<file path="config.mk">
export PLATFORM = sky130hd
export DESIGN_NAME = cache_bus_ctrl
export DESIGN_NICKNAME = d
export VERILOG_FILES = /design/src/rtl/cache_bus_ctrl.sv
export SDC_FILE = /design/constraint.sdc
export NUM_CORES = 1
export LEC_CHECK = 0
export CORE_AREA = 2 2 194 196
export DETAILED_ROUTE_END_ITERATION = 16
export DIE_AREA = 0 0 196 198
export GPL_TIMING_DRIVEN = 0
export HOLD_SLACK_MARGIN = 0.15
export PLACE_DENSITY = 0.42
export SYNTH_ARGS = -nofsm -noshare
export SYNTH_HDL_FRONTEND = slang
export SYNTH_SLANG_ARGS = --single-unit
export TNS_END_PERCENT = 10
</file>
<file path="constraint.sdc">
create_clock -name CLK -period 2.65 [get_ports CLK]
set_clock_uncertainty 0.05 [all_clocks]
set_input_delay 0.53 -clock CLK [delete_from_list [all_inputs] [get_ports CLK]]
set_output_delay 0.53 -clock CLK [all_outputs]
set_load 0.02 [all_outputs]
</file>
<file path="src/rtl/cache_bus_ctrl.sv">
// Purpose  : two-core coherent bus arbiter between I/D caches and one memory port (MSI snoop, cache-to-cache).
// Latency  : one IDLE arbitration cycle per grant, then one state per memory word; ramstate ACCESS completes a word.
// Backpress: BUSY, FREE and ERROR on ramstate hold state and outputs (ERROR retries the word); ungranted cores see wait=1.
//
// Ports:
//   CLK, nRST               clock; synchronous active-high reset
//   iREN/iaddr -> iwait/iload                     per-core instruction fetch
//   dREN/dWEN/daddr/dstore -> dwait/dload         per-core data read / write-back
//   ccwrite -> ccwait/ccinv/ccsnoopaddr           per-core coherence handshake
//   ramREN/ramWEN/ramaddr/ramstore, ramload/ramstate   memory port

package cpu_types_pkg;
    typedef logic [31:0] word_t;
    typedef enum logic [1:0] {FREE, BUSY, ACCESS, ERROR} ramstate_t;
endpackage

module cache_bus_ctrl
    import cpu_types_pkg::*;
(
    input  logic            CLK,
    input  logic            nRST,
    input  logic [1:0]      iREN,
    input  word_t [1:0]     iaddr,
    output logic [1:0]      iwait,
    output word_t [1:0]     iload,
    input  logic [1:0]      dREN,
    input  logic [1:0]      dWEN,
    input  word_t [1:0]     daddr,
    input  word_t [1:0]     dstore,
    output logic [1:0]      dwait,
    output word_t [1:0]     dload,
    input  logic [1:0]      ccwrite,
    output logic [1:0]      ccwait,
    output logic [1:0]      ccinv,
    output word_t [1:0]     ccsnoopaddr,
    output logic            ramREN,
    output logic            ramWEN,
    output word_t           ramaddr,
    output word_t           ramstore,
    input  word_t           ramload,
    input  ramstate_t       ramstate
);

    typedef enum logic [3:0] {
        IDLE, WB, SNOOP, C2C0, C2C1, MEM0, MEM1, INV, IFETCH
    } state_t;

    state_t state, next_state;
    state_t arb_state;
    logic   arb_core;
    logic   ptr;        // round-robin pointer, shared by all request classes
    logic   req;        // granted core
    logic   snp;        // the other core (snoop target for data requests)
    logic   access;
    logic [1:0] inv_only;

    assign access   = (ramstate == ACCESS);
    // ccwrite without a data request is a write-hit upgrade (invalidate only)
    assign inv_only = ccwrite & ~dREN & ~dWEN;

    // Within a class the pointer core wins when it requests, else the other one.
    function automatic logic pick(input logic [1:0] m, input logic p);
        return m[p] ? p : ~p;
    endfunction

    // Class priority: write-back, read, invalidate, instruction fetch.
    always_comb begin
        arb_state = IDLE;
        arb_core  = 1'b0;
        if (|dWEN) begin
            arb_state = WB;
            arb_core  = pick(dWEN, ptr);
        end else if (|dREN) begin
            arb_state = SNOOP;
            arb_core  = pick(dREN, ptr);
        end else if (|inv_only) begin
            arb_state = INV;
            arb_core  = pick(inv_only, ptr);
        end else if (|iREN) begin
            arb_state = IFETCH;
            arb_core  = pick(iREN, ptr);
        end
    end

    always_ff @(posedge CLK) begin
        if (nRST) begin
            state <= IDLE;
            ptr   <= 1'b0;
            req   <= 1'b0;
            snp   <= 1'b0;
        end else begin
            state <= next_state;
            if (state == IDLE && next_state != IDLE) begin
                req <= arb_core;
                snp <= ~arb_core;
            end
            // A grant is complete whenever a transaction returns to IDLE.
            if (state != IDLE && next_state == IDLE)
                ptr <= ~ptr;
        end
    end

    // Outputs are forced to their idle values while reset is asserted so an
    // aborted transaction issues no memory write in the reset cycle.
    always_comb begin
        next_state  = state;
        iwait       = 2'b11;
        dwait       = 2'b11;
        iload       = '0;
        dload       = '0;
        ccwait      = 2'b00;
        ccinv       = 2'b00;
        ccsnoopaddr = '0;
        ramREN      = 1'b0;
        ramWEN      = 1'b0;
        ramaddr     = '0;
        ramstore    = '0;
        if (!nRST) begin
            case (state)
                IDLE: next_state = arb_state;
                WB: begin
                    ramWEN   = 1'b1;
                    ramaddr  = daddr[req];
                    ramstore = dstore[req];
                    if (access) begin
                        dwait[req] = 1'b0;
                        next_state = IDLE;
                    end
                end
                SNOOP: begin
                    ccwait[snp]      = 1'b1;
                    ccsnoopaddr[snp] = daddr[req];
                    ccinv[snp]       = ccwrite[req];
                    next_state       = ccwrite[snp] ? C2C0 : MEM0;
                end
                C2C0, C2C1: begin
                    // Modified line: forward to requester and write back to memory at once.
                    ccwait[snp]      = 1'b1;
                    ccsnoopaddr[snp] = daddr[req];
                    dload[req]       = dstore[snp];
                    ramWEN           = 1'b1;
                    ramaddr          = daddr[snp];
                    ramstore         = dstore[snp];
                    if (access) begin
                        dwait[req] = 1'b0;
                        dwait[snp] = 1'b0;
                        next_state = (state == C2C0) ? C2C1 : IDLE;
                    end
                end
                MEM0, MEM1: begin
                    ccwait[snp]      = 1'b1;
                    ccsnoopaddr[snp] = daddr[req];
                    ramREN           = 1'b1;
                    ramaddr          = daddr[req];
                    dload[req]       = ramload;
                    if (access) begin
                        dwait[req] = 1'b0;
                        next_state = (state == MEM0) ? MEM1 : IDLE;
                    end
                end
                INV: begin
                    ccwait[snp]      = 1'b1;
                    ccinv[snp]       = 1'b1;
                    ccsnoopaddr[snp] = daddr[req];
                    dwait[req]       = 1'b0;
                    next_state       = IDLE;
                end
                IFETCH: begin
                    ramREN     = 1'b1;
                    ramaddr    = iaddr[req];
                    iload[req] = ramload;
                    if (access) begin
                        iwait[req] = 1'b0;
                        next_state = IDLE;
                    end
                end
                default: next_state = IDLE;
            endcase
        end else begin
            next_state = IDLE;
        end
    end

endmodule

</file>
==> results of run 1 <==
-- worst max-delay path by stage --
stage | end | slack (ns) | cells after the start
after floorplan | ramstore[13] | 0.16 | 9
after global placement | iload[30] | -1.56 | 7
after CTS | dload[59] | -0.20 | 8
final | ramaddr[21] | -0.04 | 9
after global routing | dload[30] | -0.11 | 9
after detailed placement | iload[12] | -1.58 | 7
-- sequential cells by signal (all words and copies together) (netlist names) --
name   flops
state      4
ptr        1
req        1
snp        1
-- stage by stage --
stage | hold slack [ns] | util | power [W]
after global placement | 0.441 | 0.281 | 0.00204
after floorplan | 0.415 | - | 0.00111
after global routing | 0.489 | 0.288 | 0.00261
final | 0.457 | 0.288 | 0.00246
after detailed placement | 0.457 | 0.281 | 0.00205
after CTS | 0.462 | 0.294 | 0.00243
-- critical path, delay by kind of cell (launching register included) --
| kind | cells | cell delay (ns) |
|---|---|---|
| compound gates | 2 | 0.34 |
| buf+inv | 5 | 0.75 |
| flops | 1 | 0.34 |
| simple gates | 2 | 0.45 |
-- per-layer routing --
layer / part of all wire / vias up / routed length (um) / global-route usage
li1: - / 3647 / - / -
met1: 0.44 / 3657 / 17300 / 0.250
met2: 0.50 / 293 / 19600 / 0.334
met3: 0.046 / 37 / 1790 / 0.0250
met4: 0.014 / 0 / 561 / 0.0306
met5: 0 / - / 0 / 0
-- cell type report --
| class | instances | share of cell area |
|---|---|---|
| Inverter | 8 | 0.00282 |
| Clock buffer | 4 | 0.00741 |
| Antenna cell | 5 | 0.00118 |
| Multi-Input combinational cell | 619 | 0.438 |
| Buffer | 74 | 0.0652 |
| Timing Repair Buffer | 522 | 0.415 |
| Sequential cell | 7 | 0.0138 |
| Tap cell | 474 | 0.0558 |
-- power groups by stage --
stage / registers [W] / logic (W) / clock network (W)
after floorplan: 0.000123 / 0.000991 / 0
after detailed placement: 0.000125 / 0.00192 / 0
final: 0.000125 / 0.00207 / 0.000271
after global routing: 0.000127 / 0.00220 / 0.000279
after global placement: 0.000125 / 0.00192 / 0
after CTS: 0.000124 / 0.00204 / 0.000271
-- synth_stat cells, drive strengths merged, types with 3 or more instances --
cell | instances | area [um^2]
clkbuf | 50 | 188
o22ai | 34 | 213
a2bb2oi | 32 | 280
inv | 8 | 30.0
o31ai | 3 | 22.5
a21oi | 12 | 63.8
nor2 | 181 | 682
and2 | 64 | 400
nand2b | 6 | 37.5
buf | 26 | 143
or2 | 4 | 25.0
mux2i | 162 | 1620
nand3b | 3 | 22.5
o21ai | 8 | 43.8
and3 | 3 | 18.8
o32ai | 32 | 280
nor3 | 4 | 20.0
nand3 | 3 | 20.0
nand2 | 10 | 37.5
dfxtp | 7 | 140
o21a | 34 | 257
-- repair_timing --
item | CTS | global route
resized for setup | 893 | 284
endpoints found under the hold margin | 0 | 0
pin swaps | 7 | 5
gates cloned | 2 | 1
endpoints found under the setup margin | 266 | 248
buffers inserted | 17 | 3
-- cell families (layout without fill, tap and decap cells) --
kind of cell           after synthesis  after routing  share of synthesized area
and+or+nand+nor                    286            287                      0.278
AOI/OAI and AO/OA                  168            168                      0.271
DFF                                  7              7                     0.0294
buffers and inverters               84            608                     0.0755
other                                0              5                          0
muxes                              164            164                      0.346
==> impl_results.md, run 1 <==
- Status: finished with violations
- Violated checks: setup timing
- Hold endpoint: ptr
- Cell Pwr Density: 232 mW/mm^2
- Post-Syn Area: 0.00477 mm^2
- Placed Area: 0.0104 mm^2
- Max transition margin: 0.375
- Die Span Y: 198 um
- Clk sinks: 7
- Cell count after placement: ~1,700
- Fmax: 371 MHz
- Synth unique cells: 51
- Final-stage net count: 1,471
- P&R area growth vs syn: 123%
- Path depth of the worst reg2reg path: 7
- Clock network fraction of total power: 0.110
- Leakage power: 4.50 nW
- Flop-to-flop setup slack: between 0.5 and 0.6 ns
- TritonCTS clock tree: built
- Die width: ~200 um
- Antenna Nets Post-Route: 0
- CTS buffer count: 3
- RSZ-0062 raised after global routing: true
- Async set or reset register ratio after synthesis: 0
- Clock slew at reported path FFs: roughly 0.04 ns
- Max-cap viol count: 0
- Reg power frac: 0.051
- Pre-antenna DRT Iters: 5
- Internal power: 0.00131 W
- Switch Pwr: between 0.001 and 0.0015 W
- Sequential share of the synthesized area: 0.0294
- Post-synth EDFFs: 0
- Flip-flop and latch area: approximately 150 um^2
- FF+latch count, synth: 7
- Synth Instances: between 700 and 800
- Top FF cell, synth: dfxtp_1
- Reg2reg start: state[2]
- Initial core utilization: 0.129
- GR Overflow Total: 0
- Vias/cell: approximately 4.5
- Setup WS post-layout: -0.0425 ns
- CP Capture Type: output port
- First-pass GRT wire length: around 55,000 um
- Most frequent cells in the layout: 234 x clkdlybuf4s50_1, 174 x nor2_1, 155 x mux2i_1, 82 x clkbuf_2, 78 x buf_4
- Die area: just under 0.04 mm^2
- DR iter-0 viols: around 380
- Largest net degree at the start of global routing: 12
- Antenna violations before repair: 4
- Via count: 7,634
- # DRC: 0
- Worst EP arrival: 2.11 ns
- Dpl ws: -1.58 ns
- CORE AREA: between 0.03 and 0.04 mm^2
- Warnings from Yosys: 0
- Most used cell, CP: buf_6
- HPWL Detailed: ~32,000 um
- Layout cells sized above 1: 0.314
- Post-Layout Inst Area: approximately 0.011 mm^2
- Crit-path max FO: 10
- Worst hold stages: 2
- Required time worst endpoint: around 2.1 ns
- Worst setup path startpoint: state[2]
- Worst-Skew Late Latency: about 0.24 ns
- Hold Vio Cnt, Final: 0
- Hold Path Class: flop to flop
- Site row count: approximately 70
- Fill cells: about 4,200
- Gate power share: 0.839
- Clock tree buffer depth: 2
- Worst r2r dst: snp
- Max incr delay on CP: roughly 0.38 ns
- Minimum clock period: 2.69 ns
- Final setup viols: 17
- Net Sw Frac: 0.466
- Final max-slew violation count: 0
- RD Place Congestion: 0.847
- Final period utilization: 1.02
- Element type at the critical path start: flop
- Sum Neg Setup Slack: -0.261 ns
- Routed WL per cell: between 20 and 25 um
- Most common cell after layout, fill and taps aside: clkdlybuf4s50_1
- Avg Cell Area, Syn: 6.73 um^2
- Crit-path slowest cell: or3_4
- Maximum vdd drop: 167 uV
- Number of global-route vias before repair: roughly 7,700
- Cells along the critical path: buf_6 -> buf_6 -> nor2_1 -> or3_4 -> a21oi_4 -> buf_12 -> buf_8 -> o21a_1 -> buf_4
- Final wirelength: around 39,000 um
- Worst slew pin tran: about 0.94 ns
- Footprint of the multi-input gates: 0.00466 mm^2
- Syn_nets: between 900 and 1,000
- Htree depth: 1
- I/O pins: 502
- GRT Total Usage: 0.190
- Root buf cell: clkbuf_16
- IO buf count: 500
- HP Start: ptr
- # hold bufs at CTS: 0
- Fin cells: ~1,700
- WS Path Type: flop to output port
Note: power is estimated with default switching activity, not from simulation.
==> inputs of run 2 (changes only) <==
--- a/config.mk
+++ b/config.mk
@@ -10,7 +10,8 @@
 export DIE_AREA = 0 0 196 198
 export GPL_TIMING_DRIVEN = 0
 export HOLD_SLACK_MARGIN = 0.15
-export PLACE_DENSITY = 0.42
+export PLACE_DENSITY = 0.46
+export SLEW_MARGIN = 20
 export SYNTH_ARGS = -nofsm -noshare
 export SYNTH_HDL_FRONTEND = slang
 export SYNTH_SLANG_ARGS = --single-unit
==> impl_results.md, run 2 (synthesized netlist as in run 1, its figures left out) <==
- I/O pins: between 500 and 600
- GRT Total Usage: 0.183
- Vias/cell: 4.47
- Worst-Skew Late Latency: 0.24 ns
- Die Span Y: between 150 and 200 um
- # diodes: 0
- Element type at the critical path start: flop
- DR iter-0 viols: ~320
- Fill cells: 4,074
- Die width: 196 um
- Max transition margin: 0.491
- Site row count: slightly above 70
- Antenna Nets Post-Route: 0
- Final setup viols: 1
- Most frequent cells in the layout: 234 x clkdlybuf4s50_1, 162 x nor2_1, 152 x mux2i_1, 66 x buf_4
- Most common cell after layout, fill and taps aside: clkdlybuf4s50_1
- GR Overflow Total: 0
- CTS buffer count: 3
- Leakage power: ~4.6 nW
- Cell Pwr Density: between 200 and 250 mW/mm^2
- Hold Vio Cnt, Final: 0
- Largest Register: state
- Htree depth: 1
- First-pass GRT wire length: ~53,000 um
- Hold slack final: between 0.4 and 0.5 ns
- Crit-path max FO: 11
- Clock slew at reported path FFs: around 0.04 ns
- CORE AREA: 0.0370 mm^2
- Flop-to-flop setup slack: 0.57 ns
- IO buf count: 500
- Wire length on met1: about 17,000 um
- RD Place Congestion: between 0.9 and 1
- Top layer in use: met4
- Clk sinks: 7
- Via count: 7,631
- Layout cells sized above 1: 0.311
- Max-cap viol count: 0
- Root buf cell: clkbuf_16
- Minimum clock period: between 2 and 3 ns
- Final max-slew violation count: 0
- Violated checks: setup timing
- Clock tree buffer depth: 2
- Fmax: roughly 380 MHz
- CP Capture Type: output port
- Pre-antenna DRT Iters: 5
- P&R area growth vs syn: 131%
- RSZ-0062 raised after global routing: true
- Met2 routed WL: ~19,000 um
- Number of global-route vias before repair: about 7,600
- Fin cells: around 1,700
- # DRC: 0
- Final-stage net count: 1,470
- Initial core utilization: 0.129
- WS Path Type: flop to output port
- Maximum vdd drop: 159 uV
- Status: finished with violations
- Met3 routed WL: roughly 1600 um
- Worst EP arrival: 2.08 ns
- Final wirelength: about 39,000 um
- Antenna violations before repair: 0
- HPWL Detailed: 31,200 um
- TritonCTS clock tree: built
- Worst slew pin tran: around 0.76 ns
- Routed WL per cell: ~23 um
- Cell count after placement: around 1,700
- Final period utilization: 1.00
- Max reg flops: 4
- Die area: 0.0388 mm^2
- Setup WS post-layout: -0.00891 ns
- Required time worst endpoint: about 2.1 ns
- Hold Path Class: flop to flop
- Largest net degree at the start of global routing: 11
run 2: cell count changes in the layout (fill, tap and decap cells not counted), sizes merged:
cell,change
clkbuf,-34
clkdlybuf4s15,+28
dlygate4sd2,+14
buf,-9
diode,-5
run 2: timing repair:
action,CTS,global route
pin swaps,5,4
resized for setup,852,290
buffers inserted,12,6
gates cloned,1,3
endpoints found under the setup margin,266,216
hold buffers,0,0
run 2: layout make-up:
cell class                      instances  area [um^2]  share of cell area
Sequential cell                         7          146              0.0133
Timing Repair Buffer                  521         4570               0.415
Buffer                                 74          748              0.0679
Multi-Input combinational cell        619         4850               0.440
Tap cell                              474          593              0.0539
Inverter                                8         30.0             0.00273
Clock buffer                            4         78.8             0.00716
run 2: per-layer routing:
layer | global-route usage | vias up
met5 | 0 | -
met4 | 0.0216 | 0
met3 | 0.0240 | 29
met2 | 0.324 | 242
met1 | 0.244 | 3720
li1 | - | 3640
run 2: worst paths after layout:
check                              start               to  cells after the start
worst min register to register       ptr              ptr                      2
worst min-delay path                 ptr              ptr                      2
worst max register to register  state[2]              snp                      7
worst max-delay path            state[3]  ccsnoopaddr[25]                      7
run 2: per-stage QoR:
step           setup slack [ns]  cell area [um^2]   util  setup TNS (ns)  total power (W)
3_3_place_gp              -1.62             10400  0.281         -266.32          0.00204
4_1_cts                  -0.142             10800  0.293           -4.32          0.00242
5_1_grt                 -0.0877             11000  0.298           -1.58          0.00265
3_5_place_dp              -1.19             10400  0.281         -237.88          0.00205
2_1_floorplan             0.164              4770      -               0          0.00111
6_report               -0.00891             11000  0.298        -0.00891          0.00252
run 2: power breakdown:
part	switching, W	internal, W
clock	0.0000684	0.000201
sequential	0.00000890	0.000117
combinational	0.00109	0.00103
total	0.00117	0.00135
run 2: worst max-delay path: stages, from the launching register on:
cell and delay (ns):
dfxtp_1 0.37, buf_4 0.22, nor2_4 0.18, o21a_2 0.22
nand2_4 0.13, clkbuf_4 0.24, nor2_1 0.13, dlygate4sd2_1 0.35
==> inputs of run 3 (changes only) <==
==> constraint.sdc (replaced) <==
create_clock -name CLK -period 2.7 [get_ports CLK]
set_clock_uncertainty 0.05 [all_clocks]
set_input_delay 0.54 -clock CLK [delete_from_list [all_inputs] [get_ports CLK]]
set_output_delay 0.54 -clock CLK [all_outputs]
set_load 0.02 [all_outputs]
==> impl_results.md, run 3 (synthesized netlist as in run 1, its figures left out) <==
- Status: finished with violations
- Violated checks: setup timing
- Fill cells: around 4,100
- First-pass GRT wire length: ~53,000 um
- # DRC: 0
- Hold Vio Cnt, Final: 0
- CORE AREA: 0.0370 mm^2
- WS Path Type: flop to output port
- Flop-to-flop setup slack: 0.61 ns
- I/O pins: between 500 and 600
- P&R area growth vs syn: 119%
- Routed WL per cell: 22.4 um
- Gate power share: 0.836
- Max incr delay on CP: 0.37 ns
- Fmax: between 300 and 400 MHz
- Largest net degree at the start of global routing: 11
- Net Sw Frac: 0.469
- Element type at the critical path start: flop
- Clock tree buffer depth: 2
- Clock network fraction of total power: 0.112
- Final wirelength: about 38,000 um
- Final max-slew violation count: 0
- Clk sinks: 7
- Final period utilization: 1.03
- Via count: between 7,000 and 8,000
- Antenna violations before repair: 0
- Most frequent cells in the layout: 234 x clkdlybuf4s50_1, 174 x nor2_1, 156 x mux2i_1, 102 x clkbuf_2, 74 x buf_4
- IO buf count: 500
- Pre-antenna DRT Iters: 4
- Most used routing layer: met2
- Site row count: 71
- Minimum clock period: 2.79 ns
- Internal power: approximately 0.0012 W
- TritonCTS clock tree: built
- Cell Pwr Density: 226 mW/mm^2
- Cells along the critical path: buf_6 -> buf_6 -> nor2_1 -> or3_4 -> a21oi_4 -> buf_6 -> o21a_1 -> clkdlybuf4s15_2
- HPWL Detailed: between 30,000 and 40,000 um
- Vias/cell: 4.49
- Die area: just under 0.04 mm^2
- Crit-path slowest cell: or3_4
- Reg power frac: 0.052
- Final Util: 0.282
- Most common cell after layout, fill and taps aside: clkdlybuf4s50_1
- Worst slew pin tran: roughly 0.70 ns
- # hold bufs at CTS: 0
- Switch Pwr: 0.00111 W
- Die Span Y: 198 um
- Final setup viols: 14
- GR Overflow Total: 0
- Final-stage net count: around 1,500
- Grt met1 use: 0.242
- Hold Path Class: flop to flop
- Path depth of the worst reg2reg path: 6
- Routing usage on met3: 0.0262
- DR iter-0 viols: around 300
- Reg2reg start: snp
- Largest Register: state
- Worst-Skew Late Latency: about 0.24 ns
- Worst r2r dst: snp
- Number of global-route vias before repair: ~7,600
- Antenna Nets Post-Route: 0
- GR Util met2: 0.320
- Crit-path max FO: 10
- Max reg flops: 4
- RD Place Congestion: approximately 0.91
- CP Capture Type: output port
- Max-cap viol count: 0
- Leakage power: around 4.5 nW
- Root buf cell: clkbuf_16
- Maximum vdd drop: between 100 and 150 uV
- Clock slew at reported path FFs: roughly 0.04 ns
- Hold slack final: approximately 0.46 ns
- Worst EP arrival: roughly 2.2 ns
- Setup WS post-layout: -0.0927 ns
- RSZ-0062 raised after global routing: true
- Worst hold stages: 2
- Initial core utilization: 0.129
- GRT Total Usage: 0.183
- Max transition margin: 0.534
- Layout cells sized above 1: 0.286
- HP Start: ptr
- # diodes: 0
- CTS buffer count: 3
- Die width: ~200 um
- Htree depth: 1
- Required time worst endpoint: around 2.1 ns
- Most used cell, CP: buf_6
- Hold endpoint: ptr
-- run 3: cell count changes in the layout (fill, tap and decap cells not counted), moves of 8 or more --
cell and change:
clkbuf_2 +52, buf_2 -29, a2bb2oi_1 +15, clkdlybuf4s15_1 -13, nor2_1 +12, nor2_2 -12, a2bb2oi_2 -11, dlygate4sd2_1 -11
buf_4 +8
-- run 3: per-layer routing --
metal  part of all wire  routed length (um)
met4              0.014                 519
met1               0.44               16800
met5                  0                   0
met3              0.047                1810
met2               0.50               18900
-- run 3: critical path: cells and delay by family, from the launching register on --
kind	cells	cell delay, ns
DFF	1	0.33
AOI/OAI and AO/OA	2	0.41
buffers and inverters	4	0.77
and+or+nand+nor	2	0.43
-- run 3: worst max-delay path by stage --
stage	from	end	slack, ns
floorplan	state[0]	ramstore[13]	0.20
CTS	state[0]	iload[60]	-0.24
finish	state[2]	ramaddr[3]	-0.09
global placement	state[0]	iload[24]	-1.58
detailed placement	state[0]	iload[60]	-1.15
global route	state[3]	dload[63]	-0.22
-- run 3: power by group through the flow --
stage | registers (W) | clock network (W) | logic, W
floorplan | 0.000121 | 0 | 0.000973
CTS | 0.000122 | 0.000266 | 0.00195
global route | 0.000124 | 0.000272 | 0.00209
detailed placement | 0.000123 | 0 | 0.00189
global placement | 0.000123 | 0 | 0.00188
finish | 0.000122 | 0.000264 | 0.00197
-- run 3: what timing repair did --
item	CTS	global route
endpoints found under the hold margin	0	0
pin swaps	5	4
setup endpoints to repair	266	247
gates resized for setup	707	347
buffers inserted	10	2
-- run 3: layout make-up --
cell class              count  area (um^2)  area share
repair buffers            512         4360       0.418
well taps                 474          593      0.0568
inverters                   8         30.0     0.00288
clock buffers               4         78.8     0.00756
plain buffers              74          637      0.0610
flip-flops and latches      7          143      0.0137
multi-input cells         618         4590       0.440
-- run 3: through the flow --
step           TNS [ns]  power [W]  cells  instance area (um^2)  setup slack, ns
6_report         -0.699    0.00236   1697                 10400          -0.0927
5_1_grt           -7.19    0.00249   1697                 10400           -0.218
4_1_cts          -10.87    0.00234   1695                 10700           -0.237
3_5_place_dp    -228.29    0.00201   1683                 10400            -1.15
3_3_place_gp    -256.37    0.00201   1683                 10400            -1.58
2_1_floorplan         0    0.00109    709                  4770            0.204
